File: src/rtl/au_sar_sgn.sv
// au_sar_sgn: successive-approximation search for a signed target held by an
// external comparator. The search runs in offset-binary (u) so that plain
// unsigned bit-by-bit approximation yields the two's-complement answer once
// the MSB is inverted.
//
// Ports
//   clk, rst_n         clock, asynchronous active-low reset
//   start              begin a search (only honoured in IDLE)
//   abort              cancel an active search (WAIT only, beats cmp_valid)
//   trial[W]           candidate presented to the comparator
//   trial_valid        trial is stable and awaits a comparison result
//   cmp_valid          comparator result present for the current trial
//   cmp_lt, cmp_eq     target < trial, target == trial (cmp_eq has priority)
//   busy               search in progress
//   done               one-cycle completion pulse
//   result[W], exact   last completed result and whether cmp_eq confirmed it
module au_sar_sgn #(
  parameter int WIDTH = 8
) (
  input  logic             clk,
  input  logic             rst_n,
  input  logic             start,
  input  logic             abort,
  output logic [WIDTH-1:0] trial,
  output logic             trial_valid,
  input  logic             cmp_valid,
  input  logic             cmp_lt,
  input  logic             cmp_eq,
  output logic             busy,
  output logic             done,
  output logic [WIDTH-1:0] result,
  output logic             exact
);
  localparam int KW = (WIDTH > 2) ? $clog2(WIDTH) : 1;

  typedef enum logic [1:0] {S_IDLE, S_WAIT, S_DONE} state_t;

  state_t           state_q, state_d;
  logic [WIDTH-1:0] u_q, u_d;
  logic [KW-1:0]    k_q, k_d;
  logic [WIDTH-1:0] trial_q, trial_d;
  logic [WIDTH-1:0] result_q, result_d;
  logic             exact_q, exact_d;

  logic [WIDTH-1:0] u_upd;
  logic [KW-1:0]    km1;

  assign km1 = k_q - KW'(1);

  always_comb begin
    state_d  = state_q;
    u_d      = u_q;
    k_d      = k_q;
    trial_d  = trial_q;
    result_d = result_q;
    exact_d  = exact_q;
    u_upd    = u_q;
    case (state_q)
      S_IDLE: begin
        if (start) begin
          u_d     = {1'b1, {(WIDTH-1){1'b0}}};
          k_d     = KW'(WIDTH-1);
          trial_d = '0;
          state_d = S_WAIT;
        end
      end
      S_WAIT: begin
        if (abort) begin
          state_d = S_IDLE;
        end else if (cmp_valid) begin
          if (cmp_eq) begin
            result_d = trial_q;
            exact_d  = 1'b1;
            state_d  = S_DONE;
          end else begin
            // target below trial: this bit overshoots, drop it
            if (cmp_lt) u_upd[k_q] = 1'b0;
            if (k_q != '0) begin
              u_upd[km1] = 1'b1;
              u_d        = u_upd;
              k_d        = km1;
              trial_d    = {~u_upd[WIDTH-1], u_upd[WIDTH-2:0]};
            end else begin
              // last bit resolved: trial keeps the final candidate shown
              u_d      = u_upd;
              result_d = {~u_upd[WIDTH-1], u_upd[WIDTH-2:0]};
              exact_d  = 1'b0;
              state_d  = S_DONE;
            end
          end
        end
      end
      S_DONE:  state_d = S_IDLE;
      default: state_d = S_IDLE;
    endcase
  end

  always_ff @(posedge clk or negedge rst_n) begin
    if (!rst_n) begin
      state_q  <= S_IDLE;
      u_q      <= '0;
      k_q      <= '0;
      trial_q  <= '0;
      result_q <= '0;
      exact_q  <= 1'b0;
    end else begin
      state_q  <= state_d;
      u_q      <= u_d;
      k_q      <= k_d;
      trial_q  <= trial_d;
      result_q <= result_d;
      exact_q  <= exact_d;
    end
  end

  assign trial       = trial_q;
  assign trial_valid = (state_q == S_WAIT);
  assign busy        = (state_q == S_WAIT);
  assign done        = (state_q == S_DONE);
  assign result      = result_q;
  assign exact       = exact_q;
endmodule

File: config.mk
export PLATFORM = sky130hd
export DESIGN_NAME = au_sar_sgn
export DESIGN_NICKNAME = d
export VERILOG_FILES = /design/src/rtl/au_sar_sgn.sv
export SDC_FILE = /design/constraint.sdc
export NUM_CORES = 1
export LEC_CHECK = 0
export ABC_CLOCK_PERIOD_IN_PS = 4900
export CORE_UTILIZATION = 30
export CTS_CLUSTER_DIAMETER = 150
export CTS_CLUSTER_SIZE = 20
export DETAILED_ROUTE_END_ITERATION = 10
export GPL_ROUTABILITY_DRIVEN = 0
export SYNTH_ARGS = -nofsm -noshare
export SYNTH_HDL_FRONTEND = slang
export SYNTH_SLANG_ARGS = --single-unit
export TNS_END_PERCENT = 100
File: constraint.sdc
create_clock -name clk -period 4.9 [get_ports clk]
set_input_delay 0.98 -clock clk [delete_from_list [all_inputs] [get_ports clk]]
set_output_delay 0.98 -clock clk [all_outputs]
set_load 0.05 [all_outputs]
==> results.py <==
metrics = {
    "outcome": {
        "outcome": "finished clean",
    },
    "finish": {
        "seq_area_sq_um": 751,
        "area_delta_synth_final_pct": 24.7,
        "final_cell_area_sq_mm": 0.00204,
        "nNetsFinal": 195,
        "final_cell_mix": "30 x dfrtp_1, 26 x clkdlybuf4s50_1, 23 x o21ai_0",
        "multi_input_area_sq_um": 815,
        "fin_util": 0.395,
        "fillCellCount": 519,
        "layout.cells.non_filler": 257,
        "antenna_cells": 0,
        "drive_gt1_frac": 0.187,
        "layout_commonest_cell": "dfrtp_1",
    },
    "die": {
        "io_pins": 27,
        "initial_core_util": 0.317,
        "dieHeight_um": 75.9,
        "die_w_um": 75.9,
        "fp-row-count": 26,
        "coreArea_sq_mm": 0.00517,
        "die-area_sq_mm": 0.00576,
    },
    "critical_path": {
        "reg2reg_setup_slack_ps": 2380,
        "crit_chain": "clkdlybuf4s50_1 > nor3b_4 > o311ai_1 > o21ai_1",
        "critPathMaxStageDelay_ps": 990,
        "cp-end-kind": "register",
        "worstPathRequired_ps": 5110,
        "rr_startpoint": "k_q[0]$_DFFE_PN0P_",
        "r2r_cells": 6,
        "crit_slowest_cell": "nor3b_4",
        "critPathLaunch": "cmp_eq",
        "cp_max_fo": 22,
        "timing.rr.end": "trial[7]$_DFFE_PN0P_",
        "cp.arrival_ps": 3160,
        "critPathKind": "in2reg",
        "startpoint_type": "input pin",
        "endpoint": "trial[7]$_DFFE_PN0P_",
    },
    "clocking": {
        "numCtsBuffers": 5,
        "clkTransAtPathRegs_ps": 70,
        "cts_root_buf": "clkbuf_8",
        "clock-sinks": 30,
        "cts_tree": "built",
        "clock_path_buffers": 2,
        "ctsHtreeMaxLevel": 2,
        "post_cts_resized": 0,
        "cts_setup_buffers": 0,
        "cts_hold_buf": 0,
        "worstSkewPairLatency_ps": 280,
    },
    "logic_synthesis": {
        "post_synth.cell_area_avg_sq_um": 10.1,
        "syn_nets": 171,
        "yosys_register_bits": 30,
        "ys_seq_area_frac": 0.458,
        "synth-edff-count": 0,
        "syn_inst": 162,
        "yosys_warnings": 0,
        "synthArstFlopShare": 1.00,
        "ys.flop_type": "dfrtp_1",
        "syn_area_sq_mm": 0.00164,
        "synth_cell_types": 34,
    },
    "sta": {
        "setup-violations-final": 0,
        "max_freq_mhz": 339,
        "fin_crit_ps": 2950,
        "rsz0062_at_grt": "no",
        "fin_skew_ps": 4.05,
        "fin_crit_sh": 0.601,
        "worst_slew_margin_rel": 0.331,
        "hold_viol_final": 0,
        "slew_violations": 0,
        "tightest_slew_ps": 1000,
        "hold_slack_ps": 473,
        "setup-tns-final_ps": 0,
        "setup_slack_ps": 1950,
    },
    "route": {
        "top_layer": "met4",
        "detail_route.wirelength_um": 3600,
        "wl_met2_um": 1540,
        "drc": 0,
        "dr.pass1.iters": 4,
        "met3_length_um": 109,
        "route.layer.met1.wl_um": 1890,
        "wl_per_cell_um": 14.0,
        "first_iter_violations": 68,
        "ant_nets": 0,
        "vias": 1265,
        "vias_per_cell": 4.92,
    },
    "worst_hold_path": {
        "hold_start": "exact$_DFFE_PN0P_",
        "min_path_cells": 2,
        "hold_path_class": "reg2reg",
    },
    "pwr": {
        "power_density_mw_per_mm2": 396,
        "p_leak_nw": 0.849,
        "peakVddDrop_mv": 0.112,
        "total_power_mw": 0.810,
    },
    "grt": {
        "grtUsageTotal": 0.138,
        "grt_start_max_net_pins": 31,
        "gr-total-overflow": 0,
        "antenna_found_initial": 0,
        "grt_pass1_wl_um": 6200,
        "grt_pass1_vias": 1215,
    },
    "place": {
        "place_inst": 249,
        "dp_hpwl_um": 2470,
        "pre_cts_ws_ps": 1660,
        "dpl_cell_area_sq_mm": 0.00194,
        "portBuffers": 26,
    },
    "flow_run": {
        "max-cap-violations": 0,
    },
}
==> layer usage <==
metal | up-vias | GRT usage
met5 | - | 0
met4 | 0 | 0.0596
met1 | 602 | 0.192
met3 | 6 | 0.0434
li1 | 635 | -
met2 | 22 | 0.195
==> state kept, by name, summed over array words and instances (netlist names) <==
| signal | count |
|---|---|
| exact | 1 |
| k_q | 3 |
| result | 8 |
| state_q | 2 |
| trial | 8 |
| u_q | 8 |
==> cell type report <==
cell class / count / area share
Clock buffer: 5 / 0.0337
Inverter: 4 / 0.00734
Multi-Input combinational cell: 118 / 0.398
Sequential cell: 30 / 0.367
Tap cell: 70 / 0.0428
Timing Repair Buffer: 27 / 0.131
Clock inverter: 3 / 0.0196
==> how the worst min path moves through the flow <==
stage                    endpoint  slack, ps
2_1_floorplan  u_q[2]$_DFFE_PN0P_        470
3_3_place_gp    exact$_DFFE_PN0P_        460
3_5_place_dp    exact$_DFFE_PN0P_        460
4_1_cts         exact$_DFFE_PN0P_        480
5_1_grt        u_q[3]$_DFFE_PN0P_        520
6_report        exact$_DFFE_PN0P_        470
==> cells in the mapped netlist (3+ instances only) <==
cell type	n	area, sq um
dfrtp_1	30	751
o21ai_0	23	115
nand2_1	21	78.8
o21ai_2	8	70.1
a22o_1	7	61.3
a31oi_2	7	87.6
mux2_2	7	78.8
nand2b_1	6	37.5
a21oi_1	5	25.0
buf_2	5	25.0
nor2_1	4	15.0
nor2b_1	4	25.0
inv_1	3	11.3
nor3_1	3	15.0
o31ai_1	3	22.5
==> worst max-delay path: cells and delay by family <==
family	cells	cell delay, ps
AOI/OAI and AO/OA	2	360
and+or+nand+nor	1	990
buffers and inverters	1	820
==> report_power, final <==
part	switching (mW)	internal (mW)
Sequential	0.0315	0.276
Clock	0.0984	0.149
Combinational	0.166	0.0887
==> logic make-up (layout without fill, tap and decap cells) <==
logic type | after synthesis | count (layout) | synth area share
xor+xnor | 2 | 2 | 0.0107
buf+inv | 14 | 39 | 0.0450
mux | 9 | 9 | 0.0603
fa+ha+maj | 2 | 2 | 0.0153
compound gates | 58 | 58 | 0.255
simple gates | 47 | 47 | 0.156
flops | 30 | 30 | 0.458
Power figures use the tool's default switching activity.
